## src/rtl/ceespu_bp_update_ctrl.sv

```systemverilog
// ceespu_bp_update_ctrl
//   Schedules every write into the gshare predictor table. Resolved conditional
//   branches from execute go into a small FIFO, and one entry per cycle is retired
//   to the predictor as a table/history update. After reset, or when I_clear is
//   seen, an init sweep writes every table entry to weakly-taken.
//
//   state | meaning
//   ------+-----------------------------------------------------------------
//   SWEEP | init sweep: O_init_index steps 0..2**TABLE_BITS-1, queue closed
//   RUN   | queue open; the head is popped to O_upd_* whenever non-empty
//
// Ports
//   clk, rst                    clock, asynchronous active-high reset
//   I_res_valid/addr/state/taken resolved branch from execute
//   O_res_ready                 queue accepts I_res_* this cycle
//   I_clear                     flush queue and restart the init sweep
//   O_upd_valid/addr/state/taken update strobe and fields to the predictor
//   O_init_valid/O_init_index   sweep write strobe and entry index
//   O_busy                      sweep in progress
//   O_mispred_cnt               saturating count of retired mispredictions
module ceespu_bp_update_ctrl #(
  parameter int DEPTH_LOG2 = 2,
  parameter int TABLE_BITS = 6
) (
  input  logic                  clk,
  input  logic                  rst,
  input  logic                  I_res_valid,
  input  logic [15:0]           I_res_addr,
  input  logic [1:0]            I_res_state,
  input  logic                  I_res_taken,
  output logic                  O_res_ready,
  input  logic                  I_clear,
  output logic                  O_upd_valid,
  output logic [15:0]           O_upd_addr,
  output logic [1:0]            O_upd_state,
  output logic                  O_upd_taken,
  output logic                  O_init_valid,
  output logic [TABLE_BITS-1:0] O_init_index,
  output logic                  O_busy,
  output logic [15:0]           O_mispred_cnt
);

  localparam int DEPTH = 1 << DEPTH_LOG2;

  typedef enum logic {S_SWEEP, S_RUN} state_t;

  typedef struct packed {
    logic [15:0] addr;
    logic [1:0]  state;
    logic        taken;
  } entry_t;

  state_t                state_q, state_d;
  entry_t                mem [DEPTH];
  entry_t                head;
  logic [DEPTH_LOG2-1:0] wr_ptr, rd_ptr;
  logic [DEPTH_LOG2:0]   count, count_d;
  logic                  push, pop, mispred;

  assign head    = mem[rd_ptr];
  // Clear wins over both a concurrent push and a concurrent pop.
  assign push    = I_res_valid && O_res_ready && !I_clear;
  assign pop     = (state_q == S_RUN) && (count != '0) && !I_clear;
  assign mispred = head.state[1] != head.taken;

  always_comb begin
    state_d = state_q;
    count_d = count;
    if (I_clear) begin
      state_d = S_SWEEP;
      count_d = '0;
    end else begin
      if (state_q == S_SWEEP && O_init_index == '1) state_d = S_RUN;
      count_d = count + (DEPTH_LOG2+1)'(push) - (DEPTH_LOG2+1)'(pop);
    end
  end

  always_ff @(posedge clk) begin
    if (push) mem[wr_ptr] <= '{addr: I_res_addr, state: I_res_state, taken: I_res_taken};
  end

  always_ff @(posedge clk or posedge rst) begin
    if (rst) begin
      state_q       <= S_SWEEP;
      count         <= '0;
      wr_ptr        <= '0;
      rd_ptr        <= '0;
      O_res_ready   <= 1'b0;
      O_upd_valid   <= 1'b0;
      O_upd_addr    <= '0;
      O_upd_state   <= '0;
      O_upd_taken   <= 1'b0;
      O_init_valid  <= 1'b1;
      O_init_index  <= '0;
      O_busy        <= 1'b1;
      O_mispred_cnt <= '0;
    end else begin
      state_q      <= state_d;
      count        <= count_d;
      // Ready is a pure function of next-cycle registered state and occupancy.
      O_res_ready  <= (state_d == S_RUN) && (count_d != (DEPTH_LOG2+1)'(DEPTH));
      O_init_valid <= (state_d == S_SWEEP);
      O_busy       <= (state_d == S_SWEEP);
      O_upd_valid  <= pop;

      if (I_clear) begin
        wr_ptr       <= '0;
        rd_ptr       <= '0;
        O_init_index <= '0;
      end else begin
        if (push) wr_ptr <= wr_ptr + 1'b1;
        if (pop)  rd_ptr <= rd_ptr + 1'b1;
        // Index wraps back to 0 naturally on the last sweep cycle.
        if (state_q == S_SWEEP) O_init_index <= O_init_index + 1'b1;
      end

      if (pop) begin
        O_upd_addr  <= head.addr;
        O_upd_state <= head.state;
        O_upd_taken <= head.taken;
        if (mispred && O_mispred_cnt != 16'hFFFF) O_mispred_cnt <= O_mispred_cnt + 16'd1;
      end
    end
  end

endmodule

```

## config.mk

```make
export PLATFORM = sky130hd
export DESIGN_NAME = ceespu_bp_update_ctrl
export DESIGN_NICKNAME = d
export VERILOG_FILES = /design/src/rtl/ceespu_bp_update_ctrl.sv
export SDC_FILE = /design/constraint.sdc
export NUM_CORES = 1
export LEC_CHECK = 0
export BUFFER_PORTS_ARGS = -buffer_cell sky130_fd_sc_hd__buf_2
export CAP_MARGIN = 10
export CORE_ASPECT_RATIO = 0.8
export CORE_MARGIN = 8
export CORE_UTILIZATION = 50
export DETAILED_ROUTE_END_ITERATION = 8
export GPL_TIMING_DRIVEN = 0
export PLACE_DENSITY = 0.73
export SYNTH_ARGS = -nofsm -noshare
export SYNTH_HDL_FRONTEND = slang
export SYNTH_SLANG_ARGS = --single-unit
```

## constraint.sdc

```tcl
create_clock -name clk -period 3.13 [get_ports clk]
set_clock_uncertainty 0.1 [all_clocks]
set_input_delay 0.626 -clock clk [delete_from_list [all_inputs] [get_ports clk]]
set_output_delay 0.626 -clock clk [all_outputs]
set_load 0.02 [all_outputs]
```

# Word level (Yosys, flattened, before mapping)
# Memory sizes are Yosys's and may differ from the RTL's.
# Index checks and enable logic that the tools add are counted.
# totals
reg_bits	52
latch_bits	0
ram_bits	76
mem_bits_ro	0
input_bits	23
out_inout_bits	45
wordCells	49
mem_count	1
# memory_table
name	words	word_bits	rd	rd_ports_with_merged_regs	write_ports	line	text
mem	4	19	1	0	1	54	entry_t mem [DEPTH];
# op_classes
add_sub_neg	6
multipliers	0
div	0
order_cmp	0
eq_ne	5
n_shift	0
muxes	11
n_bitwise	2
reduce_logical	12
# ops
cell	n
$add 16x1->16 const B	1
$ne 16x16->1 const B	1
$mux 6	2
$mux 2	4
$logic_and 1x1->1	7
$add 6x1->6 const B	1
$eq 6x6->1 const B	1
$add 2x1->2 const B	2
$mux 1	4
$reduce_bool 2->1	2
$add 3x1->3	1
$mux 3	1
$ne 3x3->1 const B	1
$reduce_bool 3->1	1
$sub 3x1->3	1
$ne 2x2->1 const B	1
$not 1->1	2
$reduce_and 2->1	1
$logic_not 1->1	1
$ne 1x1->1	1

# Logic depth before layout (Yosys ltp)
# depth
ltp_word	7
mapped_depth	11
depth_no_buf	10

# Worst setup path before layout
# OpenSTA, ideal clock, no wires.
# synth_timing
path_kind	input -> register
start	input port I_clear
end	register O_res_ready
setup_time_ns	0.124
t_arrival_ns	2.632
t_required_ns	2.906
slack_ns	0.273
path_stages	11
n_path_buf	2
cell_sequence	clkbuf_1 -> nand3b_1 -> inv_1 -> clkbuf_1 -> ha_1 -> inv_1 -> ha_1 -> fa_1 -> nor2b_1 -> nor2_1 -> a21oi_1
# synth_via
elab_cells_between_ends	9
classes_between	add/sub: 2; eq/ne: 1; mux: 2; reduce/logical: 4
# synth_rtl
element	line	text
start, declared	32	input logic I_clear,
$logic_not 1->1	63	assign pop = (state_q == S_RUN) && (count != '0) && !I_clear;
$logic_and 1x1->1	63	
via pop	58	logic push, pop, mispred;
$sub 3x1->3	74	count_d = count + (DEPTH_LOG2+1)'(push) - (DEPTH_LOG2+1)'(pop);
$mux 3	69	if (I_clear) begin
via count_d[1]	57	logic [DEPTH_LOG2:0] count, count_d;
$ne 3x3->1	101	O_res_ready <= (state_d == S_RUN) && (count_d != (DEPTH_LOG2+1)'(DEPTH));
$logic_and 1x1->1	101	
end signal, assigned	101	
end, declared	31	output logic O_res_ready,
# The timed path passes the listed nets, and every way through them passes these cells.
# A chain may end at the register's enable or synchronous reset.

# Final worst setup path
# layout_timing
start	register count[1]
end	register O_res_ready
# layout_via
elab_chain_len	7
elab_cells_between_ends	8
classes_between	add/sub: 2; eq/ne: 1; mux: 1; reduce/logical: 4
# layout_lines
element	line	text
start, declared	57	
start signal, assigned	99	count <= count_d;
parallel branches: the longest is 3 deep, another holds $add 3x1->3	--	
$sub 3x1->3 *	74	
$mux 3 *	69	
via count_d[1]	57	
$ne 3x3->1 *	101	
$logic_and 1x1->1 *	101	
# Mark *: on every way through the listed nets, which the timed path passes.

==> run_results.csv <==
group,metric,value,unit
outcome,outcome,"complete, no violations",
global_routing,track_usage,14.6,%
route,routed_wirelength,9.31,mm
hold_path,hold_path_class,"in -> async",
yosys,yosysTopAreaCell,"edfxtp_1",
floorplan,floorplan.initialDensity,50.3,%
global_routing,via_count_of_the_first_global_routing_pass,2815,
global_routing,grt_first_pass_wirelength,14.7,mm
pwr,power.density,622,nW/um2
place,placed_cells,499,
floorplan,io_pins,68,
sta,holdWs,0.0973,ns
layout,layout.nets,411,
layout,fin_util,61.5,%
clocking,ctsHoldBuffers,0,
worst_setup_path,timing.critical_path.arrival,3.02,ns
yosys,postSynthRegisterBits,128,
route,route.met3.wl,467,um
worst_setup_path,r2r_setup_slack,0.34,ns
sta,final_critical_path_setup_slack,0.339,ns
sta,setup_viol_count_final,0,
route,route.vias.total,2682,
layout,layout.cells.most_common_list,"76 x edfxtp_1, 68 x buf_2, 51 x dfrtp_1, 20 x mux2_2, 20 x clkbuf_16",
worst_setup_path,timing.rr.start,"count[1]",
floorplan,die_height,106,um
worst_setup_path,cp_launch_type,"flop",
yosys,avgSynthCellArea,17.4,um2
worst_setup_path,worst_path_max_fanout,3,
sta,grt_setup_unrepaired,"no",
place,place_congestion,0.730,
floorplan,die-area,13600,um2
layout,fin_cells,532,
yosys,sequential_area_share_after_synthesis,70.7,%
sta,worst_rel_slew_slack,31.8,%
yosys,synth_top_cells_by_area,"edfxtp_1 45%, dfrtp_1 25%, mux4_2 8.0%",
floorplan,core_area,10100,um2
clocking,clk_pin_slew,0.05,ns
clocking,cts.sink_count,128,
global_routing,antenna_violations_before_repair,0,
route,total_met2_wirelength_after_detailed_routing,4.54,mm
layout,antenna_cells,0,
global_routing,grt-ovfl-total,0,
sta,crit_path_time_final,2.79,ns
yosys,synth_top_area_share,45.0,%
clocking,cts_buffers,17,
pwr,leakage,2.57,nW
place,place.port_buffers,66,
worst_setup_path,worstRegToRegCells,10,
clocking,cts_htree_levels,4,
pwr,report.power.total,3.85,mW
worst_setup_path,worstSetupEndpointType,"flop",
yosys,syn-cell-area,5070,um2
floorplan,chipWidth,129,um
route,ant_nets,0,
route,detail_route.first_pass.iterations,4,
worst_setup_path,timing_worst_setup_path_type,"reg -> reg",
route,highest_layer,"met4",
worst_setup_path,worst_setup_path_endpoint,"O_res_ready",
clocking,clock_tree.buffer_depth,2,
clocking,cts_root_buffer,"clkbuf_16",
yosys,synthesis.nets,324,
place,dp.final_hpwl,6.06,mm
layout,syn_to_final_growth,22.3,%
clocking,clock_insertion_delay_worst_skew,0.41,ns
yosys,syn_inst,292,
flow_run,drv.max_cap_violation_count,0,
layout,post_route_cells_drive_above_1_share,36.5,%
route,wl_met1,4.18,mm
pwr,worst_ir_drop_on_vdd,0.000371,V
sta,max_freq,0.358,GHz
route,vias_per_cell,5.04,
route,drc,0,
worst_setup_path,worst_setup_path_startpoint,"count[1]",
sta,final-hold-violation-count,0,
sta,period_utilization,89.2,%
sta,tightestPinTransition,1.02,ns
yosys,ys_types,32,
floorplan,floorplan.rows,33,
worst_setup_path,end_of_the_worst_register_to_register_path,"O_res_ready",
place,pre_cts_ws,-0.295,ns
route,post_drt_wl_per_cell,17.5,um
route,drt_first_iter_violations,134,
layout,layout_commonest_cell,"edfxtp_1",
yosys,synth_warnings,0,
worst_setup_path,cp_data_required_time,3.36,ns
global_routing,grt_start_max_net_pins,38,
sta,slew_viol_final,0,
clocking,cts_tree,"done",
## report_power, final
| group | switching (mW) | internal [mW] | leakage [nW] | total [mW] |
|---|---|---|---|---|
| combinational | 0.0767 | 0.0450 | 0.884 | 0.122 |
| clock | 0.666 | 1.24 | 0.293 | 1.90 |
| sequential | 0.0134 | 1.82 | 1.39 | 1.83 |
| total | 0.756 | 3.10 | 2.57 | 3.85 |
## how the worst min path moves through the flow
stage	start	endpoint	cells past startpoint
after floorplan	wr_ptr[1]	wr_ptr[1]	2
after global placement	O_mispred_cnt[7]	O_mispred_cnt[7]	1
after detailed placement	O_mispred_cnt[7]	O_mispred_cnt[7]	1
after CTS	rst	O_init_index[3]	2
after global routing	rst	O_init_index[3]	2
final	rst	O_init_index[3]	2
## cells in the mapped netlist, drive strengths merged
master and n:
a21bo 1, a21oi 2, a311oi 1, a31oi 1, and2 5, and3 5
and4 2, buf 4, clkbuf 7, dfrtp 51, dfstp 1, edfxtp 76
fa 1, ha 8, inv 10, mux2 20, mux2i 1, mux4 19
nand2 9, nand3 8, nand3b 1, nand4 5, nor2 16, nor2b 4
nor3 4, nor4 1, o211ai 1, or3 1, xnor2 16, xor2 11
## per-stage QoR
stage	area (um2)	TNS, ns
global route	6200	0
CTS	6180	0
finish	6200	0
detailed placement	5590	-0.556
global placement	5570	-0.619
floorplan	5070	0
## logic make-up (layout without fill, tap and decap cells)
group | after synthesis | in the layout | synth area share [%]
xor gates and xnor gates | 27 | 27 | 4.67
buffers and inverters | 21 | 121 | 1.75
muxes | 40 | 40 | 13.2
AOI/OAI and AO/OA | 6 | 6 | 1.19
DFF | 128 | 128 | 70.7
and+or+nand+nor | 61 | 61 | 6.12
adders and majority gates | 9 | 9 | 2.37
## sequential cells by signal, indices dropped and copies added, names as in the netlist
| signal | count |
|---|---|
| O_upd_addr | 16 |
| O_init_index | 6 |
| O_res_ready | 1 |
| O_upd_taken | 1 |
| O_upd_valid | 1 |
| count | 3 |
| O_mispred_cnt | 16 |
| rd_ptr | 2 |
| O_busy | 1 |
| state_q | 1 |
| wr_ptr | 2 |
| mem | 76 |
| O_upd_state | 2 |
## routing by layer
metal  vias to the layer above  track usage (%)
met1                      1350             18.4
met5                         -                0
met3                        13             5.45
met2                        57             22.5
li1                       1262                -
met4                         0             6.03
## critical path, cell delays in order (launching register included)
cell and delay (ns):
dfrtp_1 0.39, or3_1 0.42, nand3b_1 0.26, clkinvlp_4 0.19, ha_1 0.30, inv_1 0.04, ha_1 0.18, fa_1 0.48
nor2b_1 0.16, nor2_1 0.06, a21oi_1 0.14
## timing repair
| item | in CTS | in global routing |
|---|---|---|
| setup endpoints to repair | 1 | 1 |
| gates resized for setup | 0 | 1 |
| buffers inserted | 0 | 2 |
| endpoints found under the hold margin | 0 | 0 |
## final cells by class
type	instances	area (um2)
plain buffers	10	47.5
clock buffers	29	574
clock inverters	3	15.0
fillers	803	3880
inverters	10	41.3
multi-input cells	143	1390
flip-flops and latches	128	3580
well taps	140	175
repair buffers	69	365
(Power assumes the default switching activity.)
